### config.mk
export PLATFORM = sky130hd
export DESIGN_NAME = dmem_lsu_ctrl_flat
export DESIGN_NICKNAME = d
export VERILOG_FILES = /design/src/rtl/dmem_lsu_if.sv /design/src/rtl/dmem_lsu_ctrl.sv /design/src/flat_wrapper.sv
export SDC_FILE = /design/constraint.sdc
export NUM_CORES = 1
export LEC_CHECK = 0
export ABC_AREA = 1
export BUFFER_PORTS_ARGS = -buffer_cell sky130_fd_sc_hd__buf_2
export CAP_MARGIN = 15
export CORE_MARGIN = 5
export CORE_UTILIZATION = 45
export CTS_CLUSTER_DIAMETER = 80
export CTS_CLUSTER_SIZE = 10
export DETAILED_ROUTE_END_ITERATION = 6
export PLACE_DENSITY = 0.73
export SYNTH_ARGS = -nofsm -noshare
export SYNTH_HDL_FRONTEND = slang
export SYNTH_SLANG_ARGS = --single-unit
export TNS_END_PERCENT = 30
### constraint.sdc
create_clock -name clk -period 21.1 [get_ports clk]
set_input_delay 4.22 -clock clk [delete_from_list [all_inputs] [get_ports clk]]
set_output_delay 4.22 -clock clk [all_outputs]
set_load 0.05 [all_outputs]
### src/rtl/dmem_lsu_if.sv
// Data-memory bus between the MEM-stage load/store controller (master) and data memory (slave).
interface dmem_lsu_if #(
    parameter int unsigned ADDR_W = 64
);
    logic              dmem_req;
    logic              dmem_we;
    logic [ADDR_W-1:0] dmem_addr;
    logic [63:0]       dmem_wdata;
    logic [7:0]        dmem_wstrb;
    logic              dmem_ack;
    logic [63:0]       dmem_rdata;

    modport master (
        output dmem_req, dmem_we, dmem_addr, dmem_wdata, dmem_wstrb,
        input  dmem_ack, dmem_rdata
    );

    modport slave (
        input  dmem_req, dmem_we, dmem_addr, dmem_wdata, dmem_wstrb,
        output dmem_ack, dmem_rdata
    );
endinterface

### src/rtl/dmem_lsu_ctrl.sv
// MEM-stage load/store controller: aligned doubleword requests with byte strobes,
// pipeline stall until completion, load extraction/extension, misalign/illegal/timeout flags.
module dmem_lsu_ctrl #(
    parameter int unsigned TIMEOUT = 15,
    parameter int unsigned ADDR_W  = 64
) (
    input  logic              clk,
    input  logic              reset,
    input  logic              mem_read,
    input  logic              mem_write,
    input  logic [2:0]        funct3,
    input  logic [ADDR_W-1:0] addr,
    input  logic [63:0]       store_data,
    output logic              pipe_stall,
    output logic [63:0]       load_data,
    output logic              load_valid,
    output logic              lsu_exc,
    output logic [1:0]        exc_code,
    output logic              bus_err,
    dmem_lsu_if.master        dmem
);
    localparam int unsigned DATA_W = 64;
    localparam int unsigned STRB_W = DATA_W / 8;
    localparam int unsigned CNT_W  = $clog2(TIMEOUT + 1);

    typedef enum logic [1:0] {S_IDLE, S_WAIT, S_DONE} state_e;

    state_e              state_q, state_d;
    logic [CNT_W-1:0]    cnt_q, cnt_d;
    logic                req_q, req_d;
    logic                we_q, we_d;
    logic [ADDR_W-1:0]   addr_q, addr_d;
    logic [DATA_W-1:0]   wdata_q, wdata_d;
    logic [STRB_W-1:0]   wstrb_q, wstrb_d;
    logic [1:0]          size_q, size_d;
    logic                uns_q, uns_d;
    logic [2:0]          off_q, off_d;
    logic [DATA_W-1:0]   load_data_q, load_data_d;
    logic                load_valid_q, load_valid_d;
    logic                bus_err_q, bus_err_d;

    logic                access;
    logic                misaligned;
    logic                illegal;
    logic [1:0]          err_code;
    logic [3:0]          size_bytes;
    logic [STRB_W-1:0]   strb_mask;
    logic [DATA_W-1:0]   rd_shifted;
    logic [DATA_W-1:0]   rd_ext;

    // Request decode and legality/alignment check on the live MEM-stage inputs
    always_comb begin
        access     = mem_read | mem_write;
        size_bytes = 4'd1 << funct3[1:0];
        strb_mask  = STRB_W'((9'd1 << size_bytes) - 9'd1);
        case (funct3[1:0])
            2'd0:    misaligned = 1'b0;
            2'd1:    misaligned = addr[0];
            2'd2:    misaligned = |addr[1:0];
            default: misaligned = |addr[2:0];
        endcase
        illegal = (funct3 == 3'd7) | (mem_write & funct3[2]) | (mem_read & mem_write);
        if (illegal)         err_code = 2'b11;
        else if (misaligned) err_code = mem_read ? 2'b01 : 2'b10;
        else                 err_code = 2'b00;
    end

    // Load lane extraction and sign/zero extension
    always_comb begin
        rd_shifted = dmem.dmem_rdata >> {off_q, 3'b000};
        case (size_q)
            2'd0:    rd_ext = {{56{~uns_q & rd_shifted[7]}},  rd_shifted[7:0]};
            2'd1:    rd_ext = {{48{~uns_q & rd_shifted[15]}}, rd_shifted[15:0]};
            2'd2:    rd_ext = {{32{~uns_q & rd_shifted[31]}}, rd_shifted[31:0]};
            default: rd_ext = rd_shifted;
        endcase
    end

    always_comb begin
        state_d      = state_q;
        cnt_d        = cnt_q;
        req_d        = req_q;
        we_d         = we_q;
        addr_d       = addr_q;
        wdata_d      = wdata_q;
        wstrb_d      = wstrb_q;
        size_d       = size_q;
        uns_d        = uns_q;
        off_d        = off_q;
        load_data_d  = load_data_q;
        load_valid_d = 1'b0;
        bus_err_d    = 1'b0;
        pipe_stall   = 1'b0;
        lsu_exc      = bus_err_q;
        exc_code     = bus_err_q ? {we_q, ~we_q} : 2'b00;

        case (state_q)
            S_IDLE: begin
                if (access && (err_code != 2'b00)) begin
                    lsu_exc  = 1'b1;
                    exc_code = err_code;
                end else if (access) begin
                    pipe_stall = 1'b1;
                    req_d      = 1'b1;
                    we_d       = mem_write;
                    addr_d     = {addr[ADDR_W-1:3], 3'b000};
                    wdata_d    = store_data << {addr[2:0], 3'b000};
                    wstrb_d    = strb_mask << addr[2:0];
                    size_d     = funct3[1:0];
                    uns_d      = funct3[2];
                    off_d      = addr[2:0];
                    cnt_d      = '0;
                    state_d    = S_WAIT;
                end
            end
            S_WAIT: begin
                pipe_stall = 1'b1;
                if (dmem.dmem_ack) begin
                    req_d   = 1'b0;
                    cnt_d   = '0;
                    state_d = S_DONE;
                    if (!we_q) begin
                        load_data_d  = rd_ext;
                        load_valid_d = 1'b1;
                    end
                end else if (cnt_q == CNT_W'(TIMEOUT - 1)) begin
                    req_d     = 1'b0;
                    bus_err_d = 1'b1;
                    cnt_d     = '0;
                    state_d   = S_DONE;
                end else begin
                    cnt_d = cnt_q + CNT_W'(1);
                end
            end
            // Same instruction is still presented here; let the pipeline advance once
            S_DONE:  state_d = S_IDLE;
            default: state_d = S_IDLE;
        endcase

        if (reset) begin
            pipe_stall = 1'b0;
            lsu_exc    = 1'b0;
            exc_code   = 2'b00;
        end
    end

    always_ff @(posedge clk or posedge reset) begin
        if (reset) begin
            state_q      <= S_IDLE;
            cnt_q        <= '0;
            req_q        <= 1'b0;
            we_q         <= 1'b0;
            addr_q       <= '0;
            wdata_q      <= '0;
            wstrb_q      <= '0;
            size_q       <= 2'd0;
            uns_q        <= 1'b0;
            off_q        <= 3'd0;
            load_data_q  <= '0;
            load_valid_q <= 1'b0;
            bus_err_q    <= 1'b0;
        end else begin
            state_q      <= state_d;
            cnt_q        <= cnt_d;
            req_q        <= req_d;
            we_q         <= we_d;
            addr_q       <= addr_d;
            wdata_q      <= wdata_d;
            wstrb_q      <= wstrb_d;
            size_q       <= size_d;
            uns_q        <= uns_d;
            off_q        <= off_d;
            load_data_q  <= load_data_d;
            load_valid_q <= load_valid_d;
            bus_err_q    <= bus_err_d;
        end
    end

    assign load_data       = load_data_q;
    assign load_valid      = load_valid_q;
    assign bus_err         = bus_err_q;
    assign dmem.dmem_req   = req_q;
    assign dmem.dmem_we    = we_q;
    assign dmem.dmem_addr  = addr_q;
    assign dmem.dmem_wdata = wdata_q;
    assign dmem.dmem_wstrb = wstrb_q;
endmodule

### src/flat_wrapper.sv
// flat-port wrapper written by rule: the top's interface ports become plain ports
module dmem_lsu_ctrl_flat 
#(
    parameter int unsigned TIMEOUT = 15,
    parameter int unsigned ADDR_W  = 64
)
  (clk, reset, mem_read, mem_write, funct3, addr, store_data, pipe_stall, load_data, load_valid, lsu_exc, exc_code, bus_err, dmem_dmem_req, dmem_dmem_we, dmem_dmem_addr, dmem_dmem_wdata, dmem_dmem_wstrb, dmem_dmem_ack, dmem_dmem_rdata);
  dmem_lsu_if #(.ADDR_W(ADDR_W)) dmem_i ();
  input  logic clk;
  input  logic reset;
  input  logic mem_read;
  input  logic mem_write;
  input  logic [2:0] funct3;
  input  logic [ADDR_W-1:0] addr;
  input  logic [63:0] store_data;
  output logic pipe_stall;
  output logic [63:0] load_data;
  output logic load_valid;
  output logic lsu_exc;
  output logic [1:0] exc_code;
  output logic bus_err;
  output wire logic [$bits(dmem_i.dmem_req)-1:0] dmem_dmem_req;
  output wire logic [$bits(dmem_i.dmem_we)-1:0] dmem_dmem_we;
  output wire logic [$bits(dmem_i.dmem_addr)-1:0] dmem_dmem_addr;
  output wire logic [$bits(dmem_i.dmem_wdata)-1:0] dmem_dmem_wdata;
  output wire logic [$bits(dmem_i.dmem_wstrb)-1:0] dmem_dmem_wstrb;
  input wire logic [$bits(dmem_i.dmem_ack)-1:0] dmem_dmem_ack;
  input wire logic [$bits(dmem_i.dmem_rdata)-1:0] dmem_dmem_rdata;
  assign dmem_dmem_req = dmem_i.dmem_req;
  assign dmem_dmem_we = dmem_i.dmem_we;
  assign dmem_dmem_addr = dmem_i.dmem_addr;
  assign dmem_dmem_wdata = dmem_i.dmem_wdata;
  assign dmem_dmem_wstrb = dmem_i.dmem_wstrb;
  assign dmem_i.dmem_ack = dmem_dmem_ack;
  assign dmem_i.dmem_rdata = dmem_dmem_rdata;
  dmem_lsu_ctrl #(.TIMEOUT(TIMEOUT), .ADDR_W(ADDR_W)) u_core (.clk(clk), .reset(reset), .mem_read(mem_read), .mem_write(mem_write), .funct3(funct3), .addr(addr), .store_data(store_data), .pipe_stall(pipe_stall), .load_data(load_data), .load_valid(load_valid), .lsu_exc(lsu_exc), .exc_code(exc_code), .bus_err(bus_err), .dmem(dmem_i));
endmodule
After elaboration in Yosys (flattened, before gate mapping)
Index checks and enable logic that the tools add are counted.
- bits of input ports: 200
- bits in registers: 213
- output and inout bits: 208
- muxes and demuxes: 37
- add/sub/neg operators: 2
- bitwise gates (word level): 11
- shifts and indexed selects: 5
- eq/ne operators: 10
- reductions and logical operators: 13
- operators by type and width (operator ; count):
    64-bit one-hot mux with 3 select lines ; 1
    64-bit by 6-bit << shifter with 64-bit output ; 1
    64-bit by 6-bit >> shifter with 64-bit output ; 1
    2-bit 2-to-1 mux ; 11
    1-bit 2-to-1 mux ; 16
    4-bit 2-to-1 mux ; 4
    3-bit AND reduction ; 4
    4-bit one-hot mux with 2 select lines ; 1
    1-bit by 4-bit << shifter with 8-bit output (first input constant) ; 1
    8-bit by 3-bit << shifter with 8-bit output ; 1
    8-bit by 1-bit subtractor with 8-bit output (second input constant) ; 1
    2-bit by 1-bit equality test with 1-bit output (second input constant) ; 3
    2-bit logical NOT ; 3
    1-bit bitwise AND ; 5
    4-bit by 1-bit adder with 4-bit output (second input constant) ; 1
    2-bit equality test (second input constant) ; 2
    4-bit equality test (second input constant) ; 1
    1-bit one-hot mux with 2 select lines ; 2
    2-bit one-hot mux with 2 select lines ; 1
    4-bit AND reduction ; 1
    2-bit nonzero test ; 2
    1-bit by 2-bit << shifter with 4-bit output (first input constant) ; 1
    3-bit equality test (second input constant) ; 1
    3-bit by 2-bit inequality test with 1-bit output (second input constant) ; 1
    other kinds (8) ; 12

Logic depth before layout (Yosys ltp)
Gate-level depths: netlist (run 1).
- depth after elaboration: 9
- gate-level depth with buffers: 13
- gate-level depth less buffers: 11

Least setup slack after synthesis (run 1)
Ideal clock, no wire load.
- path kind: in2out
- start point: in addr[1]
- end point: out exc_code[1]
- arrival: 5.769 ns
- slack: 11.111 ns
- required time: 16.880 ns
- cell stages on the path: 8
- path buffers: 1
- cell sequence: buf_2 > nor2_8 > nand3_1 > nand2_2 > nand2_1 > nand2_1 > nand3_1 > a21oi_1
- longest elaborated chain between the ends: 9
- elaborated cells on any way between the ends: 10
- those cells by class: mux (6); reduce/logical (4)
- ends and longest elaborated chain (item ; line ; text):
    start: declaration ; flat_wrapper.sv:14 ; input logic [ADDR_W-1:0] addr;
    3-bit OR reduction / 2-bit OR reduction (equally long branches) ; dmem_lsu_ctrl.sv:60, dmem_lsu_ctrl.sv:59 ;
    1-bit one-hot mux with 3 select lines * ; dmem_lsu_ctrl.sv:56 ; case (funct3[1:0])
    2-bit 2-to-1 mux * ; dmem_lsu_ctrl.sv:64 ; else if (misaligned) err_code = mem_read ? 2'b01 : 2'b10;
    2-bit 2-to-1 mux * ; dmem_lsu_ctrl.sv:63 ; if (illegal) err_code = 2'b11;
    2-bit nonzero test ; dmem_lsu_ctrl.sv:99 ; if (access && (err_code != 2'b00)) begin
    1-bit logical AND ; dmem_lsu_ctrl.sv:99 ;
    2-bit 2-to-1 mux * ; dmem_lsu_ctrl.sv:99 ;
    2-bit 2-to-1 mux * ; dmem_lsu_ctrl.sv:97 ; case (state_q)
    2-bit 2-to-1 mux * ; dmem_lsu_ctrl.sv:140 ; if (reset) begin
    end: declaration ; flat_wrapper.sv:20 ; output logic [1:0] exc_code;
Every way passes the cells marked *; elsewhere a longest branch is shown, timed or not.

Final worst setup path (run 1)
- start point: in addr[0]
- end point: out pipe_stall
- longest elaborated chain between the ends: 9
- elaborated cells on any way between the ends: 10
- those cells by class: mux (6); reduce/logical (4)
- ends and longest elaborated chain (item ; line ; text):
    3-bit OR reduction / 2-bit OR reduction (equally long branches) ; dmem_lsu_ctrl.sv:60, dmem_lsu_ctrl.sv:59 ;
    1-bit one-hot mux with 3 select lines * ; dmem_lsu_ctrl.sv:56 ;
    2-bit 2-to-1 mux * ; dmem_lsu_ctrl.sv:64 ;
    2-bit 2-to-1 mux * ; dmem_lsu_ctrl.sv:63 ;
    2-bit nonzero test * ; dmem_lsu_ctrl.sv:99 ;
    1-bit logical AND * ; dmem_lsu_ctrl.sv:99 ;
    1-bit 2-to-1 mux * ; dmem_lsu_ctrl.sv:99 ;
    1-bit one-hot mux with 2 select lines * ; dmem_lsu_ctrl.sv:97 ;
    1-bit 2-to-1 mux * ; dmem_lsu_ctrl.sv:140 ;
    end: declaration ; flat_wrapper.sv:16 ; output logic pipe_stall;
Marks and branches as above.

==> results.json, run 1 <==
{
  "floorplan.die_area_sq_um": 29700,
  "chipHeight_microns": 172,
  "drc": 0,
  "cp-end-kind": "output port",
  "synth.area.top_cells": "dfrtp_1 (45%), nand2_1 (22%), nand3_1 (6.1%)",
  "grt-ovfl-total": 0,
  "hold_slack_ps": 475,
  "clk_latency_ps": 520,
  "layout_min_cycle_time_ps": 10740,
  "grt_pass1_vias": 12300,
  "min_period_over_period": 0.509,
  "critical_path.max_fanout": 77,
  "number_of_vias_per_cell": 5.41,
  "core_sq_um": 26000,
  "die_width_microns": 172,
  "cts_setup_buffers": 0,
  "io_buffers": 404,
  "syn_inst": 1693,
  "dr.first_iter.drc_count": 1192,
  "finalNetCount": 2221,
  "worst_max_slew_pin_slew_ps": 1060,
  "ctsLongestPathBuffers": 3,
  "syn_area_sq_um": 11900,
  "totalWireLength_mm": 42.5,
  "run_status": "finished clean",
  "fin_tns_setup_ps": 0,
  "cp-start-kind": "input pin",
  "synthesis.area_per_instance_sq_um": 7.01,
  "combinationalPowerShare": 0.553,
  "max_cap_viol_count": 0,
  "cp_data_arrival_time_ps": 6520,
  "timing.slew.headroom": 0.291,
  "route.antenna.remaining_nets": 0,
  "post_cts_hold_buffer_count": 0,
  "drive_gt1_frac": 0.239,
  "grt_util_all_layers": 0.274,
  "yosysSeqAreaShare": 0.449,
  "synth-warning-count": 0,
  "netlist-cell-type-count": 34,
  "switching_share": 0.546,
  "top_level_ports": 408,
  "cts_buffers": 25,
  "critical_path_class": "in2out",
  "p_sw_w": 0.00129,
  "area_delta_synth_final_pct": 21.8,
  "place.detailed.hpwl_mm": 30.7,
  "worst_hold_path_type": "reg2reg",
  "maximum_number_of_pins_on_one_net_before_global_route_repair": 107,
  "cts_tree": "built",
  "clock_power_frac": 0.160,
  "irDropWorstVdd_mv": 0.152,
  "finalHoldViolCount": 0,
  "worst_clock_skew_ps": 18.8,
  "drt_pass1_iterations": 5,
  "place_congestion": 0.909,
  "final_setup_violations": 0,
  "cts-htree-levels": 1,
  "fin_util": 0.556,
  "cts-root-buf": "clkbuf_16",
  "crit_required_ps": 16880,
  "yosys.area.top_type_share": 0.449,
  "p_seq_frac": 0.287,
  "grt_antenna_before_repair": 4,
  "rsz0062_at_grt": "false",
  "cts_repair_resize_count": 0,
  "routed_wire_length_per_instance_microns": 18.0,
  "clkSinkCount": 213,
  "power_density_nw_per_um2": 164,
  "initial_core_util": 0.457,
  "power_report.internal_total_w": 0.00107,
  "leak_pwr_nw": 7.77,
  "synth-seq-cells": 213,
  "fin_total_pwr_w": 0.00236,
  "core.rowCount": 59,
  "netlist.top_cell.by_area": "dfrtp_1",
  "grt_pass1_wl_mm": 64.9,
  "pins_over_their_slew_limit": 0,
  "clk_pin_slew_ps": 50,
  "fmax_mhz": 93.1,
  "dr_total_vias": 12800
}
area by class of cell:
class	count	area, sq um
Antenna cell	2	5.00
Clock buffer	27	643
Clock inverter	2	16.3
Fill cell	2554	11500
Inverter	49	191
Multi-Input combinational cell	1313	5720
Sequential cell	213	5330
Tap cell	335	419
Timing Repair Buffer	417	2120
power groups by stage:
stage	Sequential (W)	Combinational [W]	Clock, W
finish	0.000679	0.00131	0.000377
global route	0.000698	0.00140	0.000400
CTS	0.000677	0.00131	0.000384
detailed placement	0.000679	0.00131	0
global placement	0.000678	0.00130	0
floorplan	0.00122	0.000434	0
metal layers:
metal  vias up  track usage  share of wire
li1       6093            -              -
met4         4        0.110          0.043
met3       118       0.0697          0.095
met5         -            0        0.00075
met2       608        0.470           0.49
met1      5929        0.330           0.37
worst max-delay path: stages:
cell,delay (ps)
buf_2,90
buf_4,310
nor2_8,330
nand3_1,130
nand2_2,160
nand3_4,440
nand2_1,260
inv_1,120
nor2_1,110
buf_2,270
registers in the layout, indices dropped and copies added, names as in the netlist:
name,count
u_core.size_q,2
u_core.load_valid,1
u_core.uns_q,1
u_core.dmem.dmem_wdata,64
u_core.bus_err,1
u_core.off_q,3
u_core.state_q,2
u_core.dmem.dmem_req,1
u_core.dmem.dmem_wstrb,8
u_core.dmem.dmem_addr,61
u_core.load_data,64
u_core.cnt_q,4
u_core.dmem.dmem_we,1
layout by cell type (no fill, tap or decap), types with 2 or more instances in the layout:
master and n:
o211ai_1 4, clkinv_1 3, inv_1 39, and2_1 5, o31ai_1 26, xor2_1 2
nand3_1 145, diode_2 2, or2_2 22, dfrtp_1 212, nand4_1 8, clkbuf_16 25
inv_2 6, nand2_2 3, o21ai_0 135, a31oi_1 8, o21ai_1 44, nor2_1 159
nand2_1 683, or2_1 2, a21oi_1 52, nor3_1 3, ha_1 2, buf_4 13
buf_2 404, conb_1 3
cells in the mapped netlist:
library cell / count
nand2_1: 683
or2_2: 22
buf_4: 12
clkbuf_1: 32
buf_1: 11
buf_6: 10
o21ai_0: 135
conb_1: 1
o21ai_1: 44
o22a_1: 1
nand3_4: 1
nand3_1: 145
nor3_2: 1
nand3_2: 1
nand3b_1: 1
nor2_1: 159
a21oi_1: 52
nor2_2: 1
and2_1: 5
o211ai_1: 4
buf_2: 55
or2_1: 2
xor2_1: 2
ha_1: 2
nor2_8: 1
nand4_1: 8
inv_1: 41
clkinv_1: 3
inv_2: 5
o31ai_1: 26
a31oi_1: 8
nor3_1: 3
nand2_2: 3
dfrtp_1: 213
path summary, 6_finish.rpt:
| path | start | to | slack (ps) | depth (start not counted) |
|---|---|---|---|---|
| max | addr[0] | pipe_stall | 10360 | 10 |
| min | u_core.dmem.dmem_addr[51]$_DFFE_PP0P_ | u_core.dmem.dmem_addr[51]$_DFFE_PP0P_ | 480 | 2 |
| max reg2reg | u_core.off_q[1]$_DFFE_PP0P_ | u_core.load_data[57]$_DFFE_PP0P_ | 18020 | 8 |
| min reg2reg | u_core.dmem.dmem_addr[51]$_DFFE_PP0P_ | u_core.dmem.dmem_addr[51]$_DFFE_PP0P_ | 480 | 2 |
| max in group asynchronous | reset | u_core.load_data[29]$_DFFE_PP0P_ | 15780 | 3 |
| min in group asynchronous | reset | u_core.dmem.dmem_addr[49]$_DFFE_PP0P_ | 3900 | 2 |
stage by stage:
step / worst slack, ps / instances / instance area [sq um]
6_report: 10360 / 2358 / 14400
5_1_grt: 10200 / 2358 / 14400
4_1_cts: 10400 / 2356 / 14400
3_5_place_dp: 10410 / 2327 / 13800
3_3_place_gp: 10430 / 2327 / 13800
2_1_floorplan: 11060 / 1695 / 11900
kinds of logic (layout without fill, tap and decap cells):
group,Yosys count,count (layout),share of synthesized area
and+or+nand+nor,1036,1036,0.356
other,1,5,0.000316
AOI/OAI and AO/OA,270,270,0.121
xor gates and xnor gates,2,2,0.00148
adders and majority gates,2,2,0.00211
DFF,213,213,0.449
buffers and inverters,169,495,0.0694
(Power assumes the default switching activity.)
==> run 2, diff against run 1 <==
Clock period 21.1 ns to 10.7 ns, I/O delays scaled along.
==> run 2 against run 1 <==
Effect of this change:
- die area is the same
- first-iteration DRC count grew 11%
- global-route usage shrank 0.36 points
- count of clock-buffer cells in the layout shrank 1
- critical endpoint unchanged
==> results.json, run 2 (synthesis results as in run 1) <==
{
  "cp-start-kind": "input pin",
  "layout_min_cycle_time_ps": 6690,
  "clk_latency_ps": 530,
  "io_buffers": 404,
  "place.detailed.hpwl_mm": 30.4,
  "clkSinkCount": 213,
  "fmax_mhz": 149,
  "crit_required_ps": 8560,
  "layout_common_cells": "nand2_1 (683), buf_2 (404), dfrtp_1 (212)",
  "cp_data_arrival_time_ps": 4550,
  "placed_area_sq_um": 13800,
  "die_width_microns": 172,
  "min_period_over_period": 0.626,
  "grt_pass1_vias": 12200,
  "cp-end-kind": "output port",
  "routed_wire_length_per_instance_microns": 17.8,
  "critical_path.max_fanout": 57,
  "dr.first_iter.drc_count": 1326,
  "ctsLongestPathBuffers": 3,
  "floorplan.die_area_sq_um": 29700,
  "max_cap_viol_count": 0,
  "multi_input_comb_area_sq_um": 5720,
  "cts-root-buf": "clkbuf_16",
  "timing.reg2reg.setup_slack_ps": 7670,
  "grt_util_all_layers": 0.270,
  "rsz0062_at_grt": "false",
  "core_sq_um": 26000,
  "drt_pass1_iterations": 7,
  "core.rowCount": 59,
  "grt-ovfl-total": 0,
  "hold_slack_ps": 470,
  "route.antenna.remaining_nets": 0,
  "final_setup_violations": 0,
  "totalWireLength_mm": 41.9,
  "power_density_nw_per_um2": 323,
  "finalNetCount": 2220,
  "worst_hold_path_type": "reg2reg",
  "grt_pass1_wl_mm": 64.0,
  "pins_over_their_slew_limit": 0,
  "fillCellCount": 2593,
  "area_delta_synth_final_pct": 21.7,
  "initial_core_util": 0.457,
  "worst_clock_skew_ps": 9.49,
  "dr_total_vias": 12600,
  "worst_max_slew_pin_slew_ps": 1070,
  "layout.cell_area.non_filler_sq_um": 14400,
  "finalHoldViolCount": 0,
  "timing.slew.headroom": 0.285,
  "fin_tns_setup_ps": 0,
  "clk_pin_slew_ps": 60,
  "layout_commonest_cell": "nand2_1",
  "run_status": "finished clean",
  "cts_buffers": 25,
  "drc": 0,
  "cts-htree-levels": 1,
  "top_level_ports": 408,
  "sequential_cell_area_sq_um": 5330,
  "cts_repair_resize_count": 0,
  "grt_antenna_before_repair": 2,
  "place_congestion": 0.953,
  "number_of_vias_per_cell": 5.37,
  "antenna_cells": 0,
  "critical_path_class": "in2out",
  "maximum_number_of_pins_on_one_net_before_global_route_repair": 148,
  "irDropWorstVdd_mv": 0.292,
  "leak_pwr_nw": 7.77,
  "post_cts_hold_buffer_count": 0,
  "cts_tree": "built",
  "cts_setup_buffers": 0,
  "chipHeight_microns": 172,
  "drive_gt1_frac": 0.238
}
run 2: worst max-delay path, stage by stage:
cell and delay (ps):
buf_2 400, nor2_8 400, nand3_1 140, nand2_2 150, nand3_4 510, nand2_1 290, inv_1 120, nor2_1 100
buf_2 280
run 2: worst paths after layout:
path                                                            start                                     to  cells past startpoint
max in group asynchronous                                       reset       u_core.load_data[37]$_DFFE_PP0P_                      3
worst min register to register  u_core.dmem.dmem_addr[39]$_DFFE_PP0P_  u_core.dmem.dmem_addr[39]$_DFFE_PP0P_                      2
worst max register to register            u_core.off_q[1]$_DFFE_PP0P_       u_core.load_data[57]$_DFFE_PP0P_                      8
worst max-delay path                                          addr[1]                             pipe_stall                      9
min in group asynchronous                                       reset        u_core.dmem.dmem_we$_DFFE_PP0P_                      2
worst min-delay path            u_core.dmem.dmem_addr[39]$_DFFE_PP0P_  u_core.dmem.dmem_addr[39]$_DFFE_PP0P_                      2
run 2: area by class of cell:
cell class | instances | area share
flip-flops and latches | 213 | 0.369
well taps | 335 | 0.0290
clock buffers | 26 | 0.0436
inverters | 49 | 0.0133
multi-input cells | 1313 | 0.396
repair buffers | 416 | 0.146
clock inverters | 2 | 0.00199
run 2: stage by stage:
step | setup slack [ps] | power, W | utilization | cells
after floorplan | 2740 | 0.00325 | - | 1695
after global placement | 4050 | 0.00389 | 0.530 | 2326
after detailed placement | 4020 | 0.00392 | 0.530 | 2326
after CTS | 4020 | 0.00468 | 0.556 | 2354
after global routing | 3800 | 0.00493 | 0.556 | 2354
final | 4010 | 0.00466 | 0.556 | 2354
run 2: metal layers:
metal | GRT usage | wire length, microns | part of all wire
met5 | 0 | 34 | 0.00081
met4 | 0.0960 | 1460 | 0.035
met3 | 0.0601 | 3750 | 0.090
met2 | 0.461 | 20700 | 0.49
met1 | 0.339 | 15900 | 0.38
run 2: power by group:
group          total (W)  switching (W)  leakage [nW]  internal [W]
logic            0.00257        0.00201          4.81      0.000566
registers        0.00134       0.000206          2.64       0.00113
clock network   0.000747       0.000331         0.324      0.000416
total            0.00466        0.00255          7.77       0.00211
